**config.mk**
```make
export PLATFORM = sky130hd
export DESIGN_NAME = lfsr_hex_display
export DESIGN_NICKNAME = d
export VERILOG_FILES = /design/src/rtl/lfsr_hex_display.sv
export SDC_FILE = /design/constraint.sdc
export NUM_CORES = 1
export LEC_CHECK = 0
export CAP_MARGIN = 20
export CORE_UTILIZATION = 46
export CTS_CLUSTER_SIZE = 12
export DETAILED_ROUTE_END_ITERATION = 8
export PLACE_DENSITY = 0.8
export SYNTH_ARGS = -nofsm -noshare
export SYNTH_HDL_FRONTEND = slang
export SYNTH_SLANG_ARGS = --single-unit
```
**constraint.sdc**
```tcl
create_clock -name clk -period 3.4 [get_ports clk]
set_clock_uncertainty 0.05 [all_clocks]
set_input_delay 0.51 -clock clk [delete_from_list [all_inputs] [get_ports clk]]
set_output_delay 0.51 -clock clk [all_outputs]
set_load 0.005 [all_outputs]
```
**src/rtl/lfsr_hex_display.sv**
```systemverilog
// lfsr_hex_display: parametrised Fibonacci LFSR with hold/run/single-step
// modes, automatic lock-up recovery and a registered N-digit hex
// seven-segment driver (DIGITS = WIDTH/4).
// Optional feature macro: LFSR_PERIOD_CNT_EN adds a period measurement
// block. Without the macro the period/period_vld ports are tied to 0.
module lfsr_hex_display #(
    parameter int                 WIDTH          = 8,
    parameter logic [WIDTH-1:0]   TAPS           = 'h1D,
    parameter logic [WIDTH-1:0]   RST_SEED       = 'd1,
    parameter int                 DIV_W          = 16,
    parameter bit                 SEG_ACTIVE_LOW = 1'b1
) (
    input  logic                     clk,
    input  logic                     rst_n,
    input  logic [WIDTH-1:0]         seed,
    input  logic                     load,
    input  logic [1:0]               mode,
    input  logic [DIV_W-1:0]         div,
    input  logic                     step,
    output logic [WIDTH-1:0]         q,
    output logic                     tick,
    output logic [8*(WIDTH/4)-1:0]   seg,
    output logic [WIDTH:0]           period,
    output logic                     period_vld
);

    localparam int DIGITS = WIDTH / 4;

    logic [WIDTH-1:0]      q_q, q_d;
    logic [DIV_W-1:0]      cnt_q, cnt_d;
    logic [1:0]            mode_q;
    logic                  step_prev_q;
    logic                  tick_q, tick_d;
    logic [8*DIGITS-1:0]   seg_q;

    logic                  fb;
    logic                  lockup;
    logic                  adv;
    logic [WIDTH-1:0]      shift_val;
    logic [DIV_W-1:0]      cnt_eff;

    // Hex nibble to segment byte (a..g,dp with a in bit 7), polarity applied.
    function automatic logic [8*DIGITS-1:0] seg_encode(input logic [WIDTH-1:0] v);
        logic [8*DIGITS-1:0] r;
        logic [7:0]          b;
        r = '0;
        for (int k = 0; k < DIGITS; k++) begin
            case (v[4*k +: 4])
                4'h0: b = 8'hFC;
                4'h1: b = 8'h60;
                4'h2: b = 8'hDA;
                4'h3: b = 8'hF2;
                4'h4: b = 8'h66;
                4'h5: b = 8'hB6;
                4'h6: b = 8'hBE;
                4'h7: b = 8'hE0;
                4'h8: b = 8'hFE;
                4'h9: b = 8'hF6;
                4'hA: b = 8'hFA;
                4'hB: b = 8'h3E;
                4'hC: b = 8'h9C;
                4'hD: b = 8'h7A;
                4'hE: b = 8'h9E;
                default: b = 8'h8E;
            endcase
            r[8*k +: 8] = SEG_ACTIVE_LOW ? ~b : b;
        end
        return r;
    endfunction

    // Advance decision, prescaler and next LFSR state; load wins over advance.
    always_comb begin
        fb        = ^(q_q & TAPS);
        lockup    = (q_q == '0);
        shift_val = lockup ? WIDTH'(1) : {fb, q_q[WIDTH-1:1]};
        // A mode change restarts the prescaler from zero this cycle.
        cnt_eff   = (mode != mode_q) ? '0 : cnt_q;
        adv       = 1'b0;
        cnt_d     = '0;
        q_d       = q_q;
        tick_d    = 1'b0;
        case (mode)
            2'b01: begin
                adv   = (cnt_eff == div);
                cnt_d = adv ? '0 : cnt_eff + DIV_W'(1);
            end
            2'b10: adv = step & ~step_prev_q;
            default: ;
        endcase
        if (load) begin
            q_d   = seed;
            cnt_d = '0;
        end else if (adv) begin
            q_d    = shift_val;
            tick_d = 1'b1;
        end
    end

    // State, prescaler, edge-detect and display registers.
    always_ff @(posedge clk or negedge rst_n) begin
        if (!rst_n) begin
            q_q         <= RST_SEED;
            cnt_q       <= '0;
            mode_q      <= 2'b00;
            step_prev_q <= 1'b0;
            tick_q      <= 1'b0;
            seg_q       <= seg_encode(RST_SEED);
        end else begin
            q_q         <= q_d;
            cnt_q       <= cnt_d;
            mode_q      <= mode;
            step_prev_q <= step;
            tick_q      <= tick_d;
            seg_q       <= seg_encode(q_q);
        end
    end

    assign q    = q_q;
    assign tick = tick_q;
    assign seg  = seg_q;

`ifdef LFSR_PERIOD_CNT_EN
    logic [WIDTH-1:0] ref_q, ref_d;
    logic [WIDTH:0]   pcnt_q, pcnt_d;
    logic [WIDTH:0]   pcnt_inc;
    logic [WIDTH:0]   period_q, period_d;
    logic             pvld_d, pvld_q;

    // Count advances since the reference state; report when it recurs.
    always_comb begin
        pcnt_inc = (pcnt_q == '1) ? pcnt_q : pcnt_q + (WIDTH+1)'(1);
        ref_d    = ref_q;
        pcnt_d   = pcnt_q;
        period_d = period_q;
        pvld_d   = 1'b0;
        if (load) begin
            ref_d  = seed;
            pcnt_d = '0;
        end else if (adv) begin
            if (lockup) begin
                // Recovery from the all-zero state re-anchors the reference at 1.
                ref_d  = WIDTH'(1);
                pcnt_d = '0;
            end else if (shift_val == ref_q) begin
                period_d = pcnt_inc;
                pvld_d   = 1'b1;
                pcnt_d   = '0;
            end else begin
                pcnt_d = pcnt_inc;
            end
        end
    end

    // Period measurement registers.
    always_ff @(posedge clk or negedge rst_n) begin
        if (!rst_n) begin
            ref_q    <= RST_SEED;
            pcnt_q   <= '0;
            period_q <= '0;
            pvld_q   <= 1'b0;
        end else begin
            ref_q    <= ref_d;
            pcnt_q   <= pcnt_d;
            period_q <= period_d;
            pvld_q   <= pvld_d;
        end
    end

    assign period     = period_q;
    assign period_vld = pvld_q;
`else
    assign period     = '0;
    assign period_vld = 1'b0;
`endif

endmodule

```
==> flow_metrics.env, run 1 <==
export IMPL_status="completed"
export IMPL_drive_above_1_share_pct=12.11
export IMPL_avgSynthCellArea_um2=8.807
export IMPL_ys_types=50
export IMPL_grt_max_degree=43
export IMPL_routed_via_count=2724
export IMPL_max_slew_margin_rel_pct=38.03
export IMPL_combPwrFrac_pct=27.6
export IMPL_place_congestion=0.8435
export IMPL_grt_pass1_vias=2516
export IMPL_place_area_um2=3546
export IMPL_track_usage_pct=22.82
export IMPL_setup_violations=0
export IMPL_p_leak_nw=1.389
export IMPL_dpl_hpwl_mm=5.167
export IMPL_clk_pin_slew_ns=0.08
export IMPL_antenna_found_initial=0
export IMPL_whs_ns=0.2951
export IMPL_synthesis_area_um2=2968
export IMPL_cts_root_buf="clkbuf_8"
export IMPL_r2r_cells=10
export IMPL_worstSetupPathType="input pin to flip-flop"
export IMPL_cp_end_kind="flip-flop"
export IMPL_tightest_slew_ns=0.9295
export IMPL_design_area_um2=3641
export IMPL_max_clock_freq_mhz=319.3
export IMPL_finalHoldViolCount=0
export IMPL_vdd_drop_max_uv=209.1
export IMPL_synth_cells=337
export IMPL_synth_edff_count=0
export IMPL_yosysSeqAreaShare_pct=35.71
export IMPL_arrival_ns=3.30
export IMPL_reg2reg_to="cnt_q[14]"
export IMPL_pwr_share_seq_pct=46.3
export IMPL_ctsLongestPathBuffers=2
export IMPL_wl_mm=7.000
export IMPL_drc_errors=0
export IMPL_fin_nets=431
export IMPL_worstPathRequired_ns=3.57
export IMPL_r2r_slack_ns=0.62
export IMPL_rr_startpoint="mode_q[1]"
export IMPL_holdBufCountCts=0
export IMPL_core_area_um2=6061
export IMPL_sw_frac_of_total_pct=30.19
export IMPL_period_needed_ns=3.132
export IMPL_clk_latency_ns=0.30
export IMPL_dieHeight_um=82.33
export IMPL_io_pins=65
export IMPL_ys_async_sr_fraction_pct=100.0
export IMPL_drt_initial_drc_count=282
export IMPL_synth_top_cell_by_area="dfrtp_1"
export IMPL_cp_cell_sequence="clkdlybuf4s50_1 -> buf_4 -> xor2_1 -> or4_1 -> nand4_1 -> or4_1 -> o31ai_4 -> mux2i_1"
export IMPL_max_stage_delay_ns=0.75
export IMPL_slew_viol_final=0
export IMPL_ant_nets=0
export IMPL_die_area_um2=6777
export IMPL_crit_family="simple AND/OR/NAND/NOR gates"
export IMPL_area_delta_synth_final_pct=22.68
export IMPL_initial_core_util_pct=48.97
export IMPL_synth_most_common_cell="dfrtp_1"
export IMPL_cp_slowest_cell="or4_1"
export IMPL_grt_overflow=0
export IMPL_drv_cap=0
export IMPL_yosys_warnings=0
export IMPL_grt_pass1_wl_mm=11.63
export IMPL_post_cts_buffers=0
export IMPL_cts_tree="yes"
export IMPL_cts_sinks=42
export IMPL_fin_setup_tns_ns=0
export IMPL_stdcell_count=463
export IMPL_die_width_um=82.33
export IMPL_fp_row_count=28
export IMPL_crit_fanout=11
export IMPL_tritoncts_num_buffers=5
export IMPL_yosys_top_cells_area="dfrtp_1 30%, dfstp_2 6.2%, ha_1 5.9%, xnor2_1 3.8%, buf_4 3.8%"
export IMPL_antenna_cells=0
export IMPL_netlist_top_cells_count="35 x dfrtp_1, 27 x nand2_1, 20 x nor3_1, 18 x inv_1, 17 x nand3_1"
export IMPL_htreeDepth=2
export IMPL_port_buffers=52
export IMPL_crit_buf_inv=2
export IMPL_crit_path_frequent_cell="or4_1"
export IMPL_hold_class="input pin to async pin"
export IMPL_p_clk_share_pct=26.2
export IMPL_p_int_uw=907.4
export IMPL_netlist_area_leader_share_pct=29.51
export IMPL_power_density_nw_per_um2=357.0
export IMPL_place_inst=455
export IMPL_drt_pass1_iter_count=5
export IMPL_ys_flop_type="dfrtp_1"
export IMPL_critPathLaunchType="input pin"
export IMPL_grt_setup_unrepaired="no"
export IMPL_ys_ff_latch=42
export IMPL_wl_per_cell_um=15.12
export IMPL_via_per_inst=5.883
export IMPL_post_route_period_util_pct=92.11
export IMPL_p_switching_uw=392.4
export IMPL_cts_resized=0
-- cell families after synthesis --
group / count (synthesis) / share of synthesized area [%]
compound gates: 73 / 17.62
other cells: 2 / 0.2530
buf+inv: 49 / 8.727
xor+xnor: 19 / 5.607
simple gates: 134 / 24.83
mux: 4 / 1.349
flops: 42 / 35.71
fa+ha+maj: 14 / 5.902
-- registers in the layout, summed over array words and instances (netlist names) --
| name | cells |
|---|---|
| tick | 1 |
| step_prev_q | 1 |
| q | 8 |
| mode_q | 2 |
| cnt_q | 16 |
| seg | 14 |
-- power groups by stage --
stage                     Combinational [mW]  Clock, mW  Sequential [mW]
after detailed placement               0.357          0            0.612
after global placement                 0.347          0            0.610
final                                  0.358      0.340            0.602
after floorplan                        0.202          0            0.597
after global routing                   0.401      0.376            0.611
after CTS                              0.359      0.348            0.602
-- per-layer routing --
layer	vias to the layer above	wire length [um]	part of all wire (%)	GRT usage (%)
met2	105	3205	46	35.04
met1	1288	3152	45	31.55
met3	18	461	6.6	3.407
met5	-	0	0	0
li1	1313	-	-	-
met4	0	180	2.6	10.35
-- worst max-delay path by stage --
| stage | end | slack [ns] | cells past startpoint | start |
|---|---|---|---|---|
| after floorplan | cnt_q[14] | 0.06 | 13 | mode[0] |
| after global placement | q[6] | 0.08 | 8 | mode[1] |
| after detailed placement | q[6] | -0.03 | 8 | mode[1] |
| after CTS | q[6] | 0.27 | 8 | mode[1] |
| after global routing | q[6] | 0.08 | 8 | mode[1] |
| final | q[6] | 0.27 | 8 | mode[1] |
-- per-stage QoR --
step | util (%) | power (mW) | setup WS, ns
global placement | 58.51 | 0.9574 | 0.07877
finish | 60.07 | 1.300 | 0.2684
detailed placement | 58.51 | 0.9684 | -0.03469
floorplan | - | 0.7990 | 0.06290
CTS | 60.07 | 1.309 | 0.2666
global route | 60.07 | 1.388 | 0.08156
-- layout make-up --
type | instances | area [um2]
flip-flops and latches | 42 | 1060
multi-input cells | 256 | 1707
well taps | 75 | 93.84
fillers | 521 | 2420
repair buffers | 64 | 618.1
clock inverters | 2 | 12.51
clock buffers | 6 | 82.58
inverters | 18 | 67.56
-- placed cells by master, fill, tap and decap left out, types with 4 or more instances in the layout --
cell type        instances
a31o_2                   7
a211oi_1                 7
o31ai_1                  8
nand4_1                 11
xor2_1                   6
mux2i_1                  4
nor4_1                  11
nand2b_1                 4
clkdlybuf4s50_1         51
clkbuf_8                 6
a311oi_1                 4
buf_4                   11
nor3_1                  19
nand2_1                 27
xnor2_1                 11
a31oi_1                  5
a21oi_1                 14
dfrtp_1                 35
nor2_1                  16
inv_1                   18
dfstp_2                  7
nor2b_1                  8
o21ai_0                 16
ha_1                    14
conb_1                  12
nand3_1                 17
or4_1                    6
No activity file was read; power rests on OpenSTA's default activity.
==> inputs of run 2 (changes only) <==
--- a/config.mk
+++ b/config.mk
@@ -7,7 +7,6 @@
 export LEC_CHECK = 0
 export CAP_MARGIN = 20
 export CORE_UTILIZATION = 46
-export CTS_CLUSTER_SIZE = 12
 export DETAILED_ROUTE_END_ITERATION = 8
 export PLACE_DENSITY = 0.8
 export SYNTH_ARGS = -nofsm -noshare
==> constraint.sdc (replaced) <==
create_clock -name clk -period 3.4 [get_ports clk]
set_clock_uncertainty 0.05 [all_clocks]
set_input_delay 0.34 -clock clk [delete_from_list [all_inputs] [get_ports clk]]
set_output_delay 0.34 -clock clk [all_outputs]
set_load 0.005 [all_outputs]
==> flow_metrics.env, run 2 (synthesized netlist as in run 1, its figures left out) <==
export IMPL_reg2reg_to="cnt_q[14]"
export IMPL_worstPathRequired_ns=3.50
export IMPL_post_route_period_util_pct=92.16
export IMPL_wl_per_cell_um=15.03
export IMPL_ctsLongestPathBuffers=2
export IMPL_cts_tree="yes"
export IMPL_dieHeight_um=82.33
export IMPL_grt_pass1_wl_mm=11.27
export IMPL_finalHoldViolCount=0
export IMPL_place_congestion=0.8952
export IMPL_holdBufCountCts=0
export IMPL_r2r_cells=10
export IMPL_cp_end_kind="flip-flop"
export IMPL_drt_pass1_iter_count=5
export IMPL_drive_above_1_share_pct=9.686
export IMPL_routed_via_count=2720
export IMPL_slew_viol_final=0
export IMPL_period_needed_ns=3.133
export IMPL_antenna_cells=0
export IMPL_tritoncts_num_buffers=5
export IMPL_dpl_hpwl_mm=5.151
export IMPL_area_delta_synth_final_pct=19.94
export IMPL_antenna_found_initial=0
export IMPL_initial_core_util_pct=48.97
export IMPL_die_area_um2=6777
export IMPL_fin_setup_tns_ns=0
export IMPL_wl_mm=6.870
export IMPL_core_area_um2=6061
export IMPL_layout_common_cells="51 x clkdlybuf4s50_1, 35 x dfrtp_1, 27 x nand2_1"
export IMPL_max_stage_delay_ns=0.62
export IMPL_stdcell_count=457
export IMPL_status="completed"
export IMPL_clk_latency_ns=0.29
export IMPL_cts_root_buf="clkbuf_8"
export IMPL_fin_nets=425
export IMPL_track_usage_pct=21.81
export IMPL_cts_sinks=42
export IMPL_crit_buf_inv=1
export IMPL_io_pins=65
export IMPL_port_buffers=52
export IMPL_grt_max_degree=43
export IMPL_via_per_inst=5.952
export IMPL_die_width_um=82.33
export IMPL_cp_slowest_cell="or4b_2"
export IMPL_drt_initial_drc_count=199
export IMPL_power_density_nw_per_um2=359.9
export IMPL_drc_errors=0
export IMPL_ant_nets=0
export IMPL_htreeDepth=2
export IMPL_final_util_pct=58.73
export IMPL_arrival_ns=3.23
export IMPL_setup_violations=0
export IMPL_largest_register="cnt_q"
export IMPL_max_slew_margin_rel_pct=38.07
export IMPL_post_cts_buffers=0
export IMPL_vdd_drop_max_uv=205.2
export IMPL_cp_cell_sequence="clkdlybuf4s50_1 -> xnor2_1 -> nand2_1 -> nor2_1 -> ha_1 -> nand3_1 -> or3_1 -> nor3_1 -> or4b_2 -> xnor2_1 -> nor3_1"
export IMPL_drv_cap=0
export IMPL_r2r_slack_ns=0.48
export IMPL_cts_resized=0
export IMPL_clk_pin_slew_ns=0.08
export IMPL_tightest_slew_ns=0.9290
export IMPL_crit_fanout=5
export IMPL_fp_row_count=28
export IMPL_hold_class="input pin to async pin"
export IMPL_finalPower_mw=1.281
export IMPL_p_leak_nw=1.346
export IMPL_grt_pass1_vias=2404
export IMPL_worstSetupPathType="input pin to flip-flop"
export IMPL_crit_family="simple AND/OR/NAND/NOR gates"
export IMPL_grt_setup_unrepaired="no"
export IMPL_place_inst=449
export IMPL_largest_register_ffs=16
export IMPL_final_common_cell="clkdlybuf4s50_1"
export IMPL_whs_ns=0.1402
export IMPL_max_clock_freq_mhz=319.1
export IMPL_fill_cells=528
export IMPL_rr_startpoint="mode_q[1]"
export IMPL_grt_overflow=0
export IMPL_critPathLaunchType="input pin"
run 2: through the flow:
stage	setup slack [ns]	instance area (um2)
floorplan	0.02775	3005
global placement	0.1380	3468
detailed placement	-0.02863	3468
CTS	0.2914	3560
global route	0.1019	3560
finish	0.2666	3560
run 2: worst max-delay path by stage:
| stage | startpoint | endpoint | slack (ns) | cells after the start |
|---|---|---|---|---|
| 2_1_floorplan | mode_q[0] | cnt_q[14] | 0.03 | 13 |
| 3_3_place_gp | mode[1] | cnt_q[14] | 0.14 | 11 |
| 3_5_place_dp | mode[1] | cnt_q[14] | -0.03 | 11 |
| 4_1_cts | mode[1] | cnt_q[14] | 0.29 | 11 |
| 5_1_grt | mode[1] | cnt_q[14] | 0.10 | 11 |
| 6_report | mode[1] | cnt_q[14] | 0.27 | 11 |
run 2: report_power, final:
group | leakage, nW | total [mW] | internal [mW] | switching, mW
logic | 0.764 | 0.351 | 0.182 | 0.168
registers | 0.534 | 0.602 | 0.556 | 0.0459
clock network | 0.0482 | 0.329 | 0.164 | 0.165
total | 1.35 | 1.28 | 0.902 | 0.379
run 2: routing by layer:
metal  share of wire, %  track usage (%)
met1                 46            30.38
met2                 47            34.38
met3                6.0            3.407
met4               0.99            7.368
met5                  0                0
run 2: area by class of cell:
cell class / instances / area (um2) / area share (%)
clock buffers: 7 / 86.33 / 2.425
clock inverters: 1 / 5.005 / 0.1406
inverters: 18 / 67.56 / 1.898
multi-input cells: 256 / 1687 / 47.38
flip-flops and latches: 42 / 1060 / 29.77
well taps: 75 / 93.84 / 2.636
repair buffers: 58 / 560.5 / 15.75
